===== src/rtl/cpu_pipe_pkg.sv =====
// Shared pipeline definitions: stage occupancy encodings, the RV32 NOP
// instruction and the field layout of the IF/ID payload.
package cpu_pipe_pkg;

  // Occupancy encodings. The numeric value equals the entry count.
  localparam logic [1:0] ST_EMPTY = 2'd0;
  localparam logic [1:0] ST_ONE   = 2'd1;
  localparam logic [1:0] ST_FULL  = 2'd2;

  // addi x0, x0, 0 -- the canonical RV32 bubble.
  localparam logic [31:0] RV32_NOP = 32'h0000_0013;

  // IF/ID payload layout: {pc_next, instruction}.
  localparam int IFID_WIDTH     = 64;
  localparam int IFID_INSTR_LSB = 0;
  localparam int IFID_INSTR_MSB = 31;
  localparam int IFID_PC_LSB    = 32;
  localparam int IFID_PC_MSB    = 63;

  // Bubble value used for IF/ID after reset or squash.
  localparam logic [63:0] IFID_RESET_VALUE = {32'd0, RV32_NOP};

  // Assemble an IF/ID payload from its two fields.
  function automatic logic [63:0] ifid_pack(input logic [31:0] pc_next,
                                            input logic [31:0] instr);
    return {pc_next, instr};
  endfunction

endpackage


===== src/rtl/pipe_stage_skid.sv =====
// Handshaked pipeline stage register with a two-entry skid buffer.
// The main entry drives out_*; the skid entry catches the one word that
// upstream may push in the cycle after downstream stalls. in_ready, out_valid
// and count are all registered, so no combinational path exists from
// out_ready or in_valid to any output.
module pipe_stage_skid
  import cpu_pipe_pkg::*;
#(
  parameter int               WIDTH       = 64,
  parameter logic [WIDTH-1:0] RESET_VALUE = {WIDTH{1'b0}}
) (
  input  logic             clk,
  input  logic             reset,
  input  logic             flush,
  input  logic             in_valid,
  output logic             in_ready,
  input  logic [WIDTH-1:0] in_data,
  output logic             out_valid,
  input  logic             out_ready,
  output logic [WIDTH-1:0] out_data,
  output logic [1:0]       count
);

  logic [1:0]       state_r;
  logic [WIDTH-1:0] main_data_r;
  logic [WIDTH-1:0] skid_data_r;
  logic             out_valid_r;
  logic             in_ready_r;

  logic [1:0]       state_nxt_s;
  logic [WIDTH-1:0] main_nxt_s;
  logic [WIDTH-1:0] skid_nxt_s;
  logic             in_fire_s;
  logic             out_fire_s;

  assign in_fire_s  = in_valid & in_ready_r;
  assign out_fire_s = out_valid_r & out_ready;

  // Next occupancy and entry contents from the current handshakes.
  always_comb begin
    state_nxt_s = state_r;
    main_nxt_s  = main_data_r;
    skid_nxt_s  = skid_data_r;
    case (state_r)
      ST_EMPTY: begin
        if (in_fire_s) begin
          main_nxt_s  = in_data;
          state_nxt_s = ST_ONE;
        end else begin
          state_nxt_s = ST_EMPTY;
        end
      end
      ST_ONE: begin
        if (in_fire_s && out_fire_s) begin
          main_nxt_s  = in_data;
          state_nxt_s = ST_ONE;
        end else if (in_fire_s) begin
          skid_nxt_s  = in_data;
          state_nxt_s = ST_FULL;
        end else if (out_fire_s) begin
          state_nxt_s = ST_EMPTY;
        end else begin
          state_nxt_s = ST_ONE;
        end
      end
      ST_FULL: begin
        // in_ready is low here, so only the drain path can move data.
        if (out_fire_s) begin
          main_nxt_s  = skid_data_r;
          state_nxt_s = ST_ONE;
        end else begin
          state_nxt_s = ST_FULL;
        end
      end
      default: begin
        state_nxt_s = ST_EMPTY;
      end
    endcase
  end

  // Occupancy and both entries; reset and flush both squash to the bubble.
  always_ff @(posedge clk) begin
    if (reset || flush) begin
      state_r     <= ST_EMPTY;
      main_data_r <= RESET_VALUE;
      skid_data_r <= RESET_VALUE;
    end else begin
      state_r     <= state_nxt_s;
      main_data_r <= main_nxt_s;
      skid_data_r <= skid_nxt_s;
    end
  end

  // Handshake outputs decoded one cycle early so they leave from flops.
  always_ff @(posedge clk) begin
    if (reset || flush) begin
      out_valid_r <= 1'b0;
      in_ready_r  <= 1'b1;
    end else begin
      out_valid_r <= (state_nxt_s != ST_EMPTY);
      in_ready_r  <= (state_nxt_s != ST_FULL);
    end
  end

  assign in_ready  = in_ready_r;
  assign out_valid = out_valid_r;
  assign out_data  = main_data_r;
  assign count     = state_r;

endmodule


===== config.mk =====
export PLATFORM = sky130hd
export DESIGN_NAME = pipe_stage_skid
export DESIGN_NICKNAME = d
export VERILOG_FILES = /design/src/rtl/cpu_pipe_pkg.sv /design/src/rtl/pipe_stage_skid.sv
export SDC_FILE = /design/constraint.sdc
export NUM_CORES = 1
export LEC_CHECK = 0
export BUFFER_PORTS_ARGS = -buffer_cell sky130_fd_sc_hd__buf_2
export CAP_MARGIN = 20
export CORE_MARGIN = 2
export CORE_UTILIZATION = 30
export DETAILED_ROUTE_END_ITERATION = 12
export HOLD_SLACK_MARGIN = 0.12
export PLACE_DENSITY_LB_ADDON = 0.05
export SYNTH_ARGS = -nofsm -noshare
export SYNTH_HDL_FRONTEND = slang
export SYNTH_SLANG_ARGS = --single-unit

===== constraint.sdc =====
create_clock -name clk -period 4.64 [get_ports clk]
set_clock_uncertainty 0.05 [all_clocks]
set_input_delay 0.464 -clock clk [delete_from_list [all_inputs] [get_ports clk]]
set_output_delay 0.464 -clock clk [all_outputs]
set_load 0.02 [all_outputs]

-- After elaboration in Yosys (flattened, before gate mapping)
Cells that the tools add are included.
- flip-flop bits (word level): 132
- bits in latches: 0
- memory bits (writable): 0
- ROM bits: 0
- input port bits: 69
- output and inout bits: 68
- logic and storage cells: 31
- memories: 0
- add/sub/neg operators: 0
- $mul: 0
- divide/modulo/power cells: 0
- order comparisons: 0
- eq/ne operators: 6
- shift-type cells: 0
- muxes and demuxes: 10
- bitwise logic cells: 3
- reductions and logical operators: 7
- operator list (cell ; number):
    2-to-1 mux 64 bit ; 3
    one-hot mux 64 bit (3 select lines) ; 1
    != test 2 bit (second input constant) ; 4
    2-to-1 mux 2 bit ; 3
    one-hot mux 2 bit (3 select lines) ; 1
    AND reduction 4 bit ; 1
    AND reduction 3 bit ; 1
    nonzero test 3 bit ; 1
    bitwise AND 1 bit ; 2
    equality test 2 x 1 -> 1 bit (second input constant) ; 1
    equality test 2 bit (second input constant) ; 1
    logical NOT 2 bit ; 1
    2-to-1 mux 1 bit ; 2
    nonzero test 2 bit ; 1
    logical AND 1 bit ; 1
    logical OR 1 bit ; 1
    inverter 1 bit ; 1

-- Longest topological paths before layout
- word-level depth: 6
- gate-level depth with buffers: 10
- mapped depth without buffers: 6

-- Least setup slack after synthesis
Ideal clock, no wire load.
- kind: reg2reg
- start point: reg out_valid_r (netlist: out_valid)
- end point: reg main_data_r[0] (netlist: out_data[0])
- setup time: 0.086 ns
- arrival time: 2.152 ns
- required time: 4.504 ns
- setup slack: 2.352 ns
- cell stages (with the launch flop): 11
- buffers on the path: 4
- clock period less this slack: 2.288 ns
- cell sequence: dfxtp_1 nand2_1 inv_2 clkbuf_1 clkbuf_1 ha_1 and3b_1 buf_2 clkbuf_1 nor4_1 a211oi_1
- word-level cells in the longest chain between the ends: 4
- elaborated cells between the ends (all ways): 5
- those cells by class: eq/ne (2); bitwise (1); reduce/logical (2)
- ends and longest elaborated chain (element ; RTL line ; RTL):
    start: declaration ; pipe_stage_skid.sv:27 ; logic out_valid_r;
    start signal: assignment ; pipe_stage_skid.sv:100 ; out_valid_r <= (state_nxt_s != ST_EMPTY);
    bitwise AND 1 bit (*) ; pipe_stage_skid.sv:37 ; assign out_fire_s = out_valid_r & out_ready;
    logical AND 1 bit ; pipe_stage_skid.sv:54 ; if (in_fire_s && out_fire_s) begin
    != test 2 bit (no source line) ; -- ;
    AND reduction 4 bit (no source line) (*) ; -- ;
    end signal: assignment ; pipe_stage_skid.sv:89 ; main_data_r <= main_nxt_s;
    end: declaration ; pipe_stage_skid.sv:25 ; logic [WIDTH-1:0] main_data_r;
Mark *: on every way between the ends. The rest lies on a longest branch, timed or not.
A chain may end at the register's enable or synchronous reset.

-- Worst setup path after layout
- start point: reg state_r[0] (netlist: count[0])
- end point: reg out_valid_r (netlist: out_valid)
- word-level cells in the longest chain between the ends: 3
- elaborated cells between the ends (all ways): 5
- those cells by class: eq/ne (2); mux (1); reduce/logical (2)
- ends and longest elaborated chain (element ; RTL line ; RTL):
    start: declaration ; pipe_stage_skid.sv:24 ; logic [1:0] state_r;
    start signal: assignment ; pipe_stage_skid.sv:88 ; state_r <= state_nxt_s;
    equality test 2 bit (tied with other cells) ; pipe_stage_skid.sv:44 ; case (state_r)
    one-hot mux 2 bit (3 select lines) (*) ; pipe_stage_skid.sv:44 ;
    nonzero test 2 bit (*) ; pipe_stage_skid.sv:100 ;
Marks and branches as above.

==> impl_metrics.ini <==
[placement]
place_area_mm2 = 0.00639
io_buffers = 136
hpwl_um = 10400
gp_congestion = 0.715

[timing]
post-route-period-util_pct = 53.5
fin_crit_ns = 2.48
rsz0062_at_grt = false
tns_ns = 0
relSlewSlack_pct = 41.9
max_freq_mhz = 403
setup_violations = 0
worst_pin_slew_ns = 0.872
hold_viol = 0
slew_violations = 0

[worst_hold_path]
whs_endpoint = skid_data_r[28]$_SDFFE_PP0P_
worstHoldStart = in_data[28]
hold-path-cell-count = 3
worst_hold_path_type = in -> reg

[clocking]
cts_hold_buffers = 0
clk_pin_slew_worst_paths_ns = 0.06
cts_buffers = 17
post_cts_resized = 0
clk_path_buf_depth = 2
cts_setup_buffers = 0
cts_tree = yes
cts_max_level = 4
cts_sinks = 132
cts_root_buffer = clkbuf_16
clk_latency_ns = 0.42

[layout]
nNetsFinal = 775
fin_area_mm2 = 0.00695
drive_above_1_share_pct = 25.8
syn2layout_area_growth_pct = 22.4
fillCellCount = 1964

[pwr]
p_per_area_mw_per_mm2 = 396
p_leak_nw = 3.01
ir_drop_uv = 257

[worst_setup_path]
crit_path_start_kind = register
rr_endpoint = out_valid$_SDFF_PP0_
critPathMaxFanout = 47
path_class = reg -> reg
reg2reg_from = count[0]$_SDFF_PP0_
worstPathArrival_ns = 2.77
rrSetupSlack_ns = 2.16
required_ns = 4.93
r2r_cells = 4
end_kind = register

[floorplanning]
die_x_um = 142
initial_core_util_pct = 30.5
core-area_mm2 = 0.0186
dieArea_mm2 = 0.0200
ios = 137
die_h_um = 142
rows = 50

[yosys]
syn_avg_cell_area_um2 = 9.17
ys_seq_area_share_pct = 46.5
synth_cells = 619
synth_area_mm2 = 0.00568
synth-seq-cells = 132
ys_types = 29
ys_warn_count = 0
synthesis.nets = 689

[global_route]
grt_util_all_layers_pct = 17.8
overflow = 0
antenna_found_initial = 0
grt_pass1_wl_um = 28000
grt_max_degree = 68
grt_pass1_vias = 5022

[route]
drcViolationCount = 0
via_per_inst = 5.47
wl_per_cell_um = 19.0
drtPass1Iterations = 4
drtIter0Drc = 222
antenna_left = 0
wl_um = 18100
vias = 5211

[run_status]
outcome = finished clean

[flow_run]
maxCapViolations = 0
## worst max-delay path by stage
stage | cells after the start | end | start
after CTS | 4 | out_valid$_SDFF_PP0_ | count[0]$_SDFF_PP0_
after detailed placement | 7 | out_data[57]$_SDFFE_PP0P_ | in_valid
final | 4 | out_valid$_SDFF_PP0_ | count[0]$_SDFF_PP0_
after floorplan | 10 | out_data[0]$_SDFFE_PP0P_ | out_valid$_SDFF_PP0_
after global routing | 4 | out_valid$_SDFF_PP0_ | count[0]$_SDFF_PP0_
after global placement | 7 | out_data[56]$_SDFFE_PP0P_ | in_valid
## sequential cells by signal, indices dropped and copies added, names as in the netlist
register and count:
in_ready 1, count 2, out_data 64, skid_data_r 64
out_valid 1
## final cells by class
cell class | count | area (um2) | area share [%]
multi-input cells | 406 | 2690 | 38.6
flip-flops and latches | 132 | 2640 | 38.0
repair buffers | 147 | 763 | 11.0
clock buffers | 27 | 513 | 7.38
well taps | 234 | 293 | 4.21
clock inverters | 4 | 45.0 | 0.648
inverters | 1 | 3.75 | 0.0540
diodes | 1 | 2.50 | 0.0360
## Yosys cell counts
cell type	instances	area (um2)
dfxtp_1	132	2640
o21ai_0	64	320
a211o_1	1	8.76
and3b_1	1	8.76
buf_4	1	7.51
buf_6	7	78.8
mux2i_1	64	641
or3_1	1	6.26
o21ba_2	1	10.0
buf_2	18	90.1
ha_1	1	12.5
nand3_1	64	320
nor3_1	1	5.00
or2_2	1	6.26
and4b_1	2	20.0
nor4bb_1	1	10.0
nand4b_1	1	8.76
and2_1	1	6.26
o221a_2	1	11.3
clkbuf_1	50	188
mux2_2	1	11.3
nor4_1	64	400
nand2_1	2	7.51
buf_1	4	15.0
nand3b_1	1	7.51
a21oi_1	66	330
a211oi_1	65	488
inv_2	1	3.75
nand2b_1	2	12.5
## through the flow
step           cells  worst slack, ns  hold slack (ns)  total power [mW]  util [%]
2_1_floorplan    619             2.35            0.403              1.39         -
3_3_place_gp     920             1.99            0.410              1.49      34.3
3_5_place_dp     920             1.92            0.415              1.50      34.3
4_1_cts          951             2.11            0.239              2.79      37.3
5_1_grt          951             1.86            0.248              2.87      37.3
6_report         952             2.16            0.251              2.75      37.3
## critical path, stage by stage (launching register included)
cell      delay, ns
dfxtp_1        0.55
nand4b_1       0.74
buf_4          0.58
o221a_2        0.34
nor3_1         0.15
## logic make-up (layout without fill, tap and decap cells)
| family | after synthesis | after routing | share of synthesized area (%) |
|---|---|---|---|
| muxes | 65 | 65 | 11.5 |
| other | 0 | 1 | 0 |
| buffers and inverters | 81 | 179 | 6.74 |
| DFF | 132 | 132 | 46.5 |
| adders and majority gates | 1 | 1 | 0.220 |
| AOI/OAI and AO/OA | 198 | 198 | 20.6 |
| and+or+nand+nor | 142 | 142 | 14.4 |
## routing by layer
metal	routed length [um]	track usage [%]
met1	8230	22.8
met2	8660	30.0
met3	981	4.62
met4	192	4.79
met5	0	0
## placed cells by master (no fill, tap or decap), drive strengths merged, types with 2 or more instances in the layout
master	n
nor4	64
a21oi	66
nand2b	2
dfxtp	132
nand2	2
and4b	2
mux2i	64
o21ai	64
clkinv	3
clkbuf	27
a211oi	65
nand3	64
buf	147
## power by group
group / switching [mW] / internal, mW / leakage [nW]
clock network: 0.481 / 0.803 / 0.277
registers: 0.0182 / 1.17 / 1.07
logic: 0.179 / 0.105 / 1.66
total: 0.678 / 2.07 / 3.01
No activity file was read; power rests on OpenSTA's default activity.
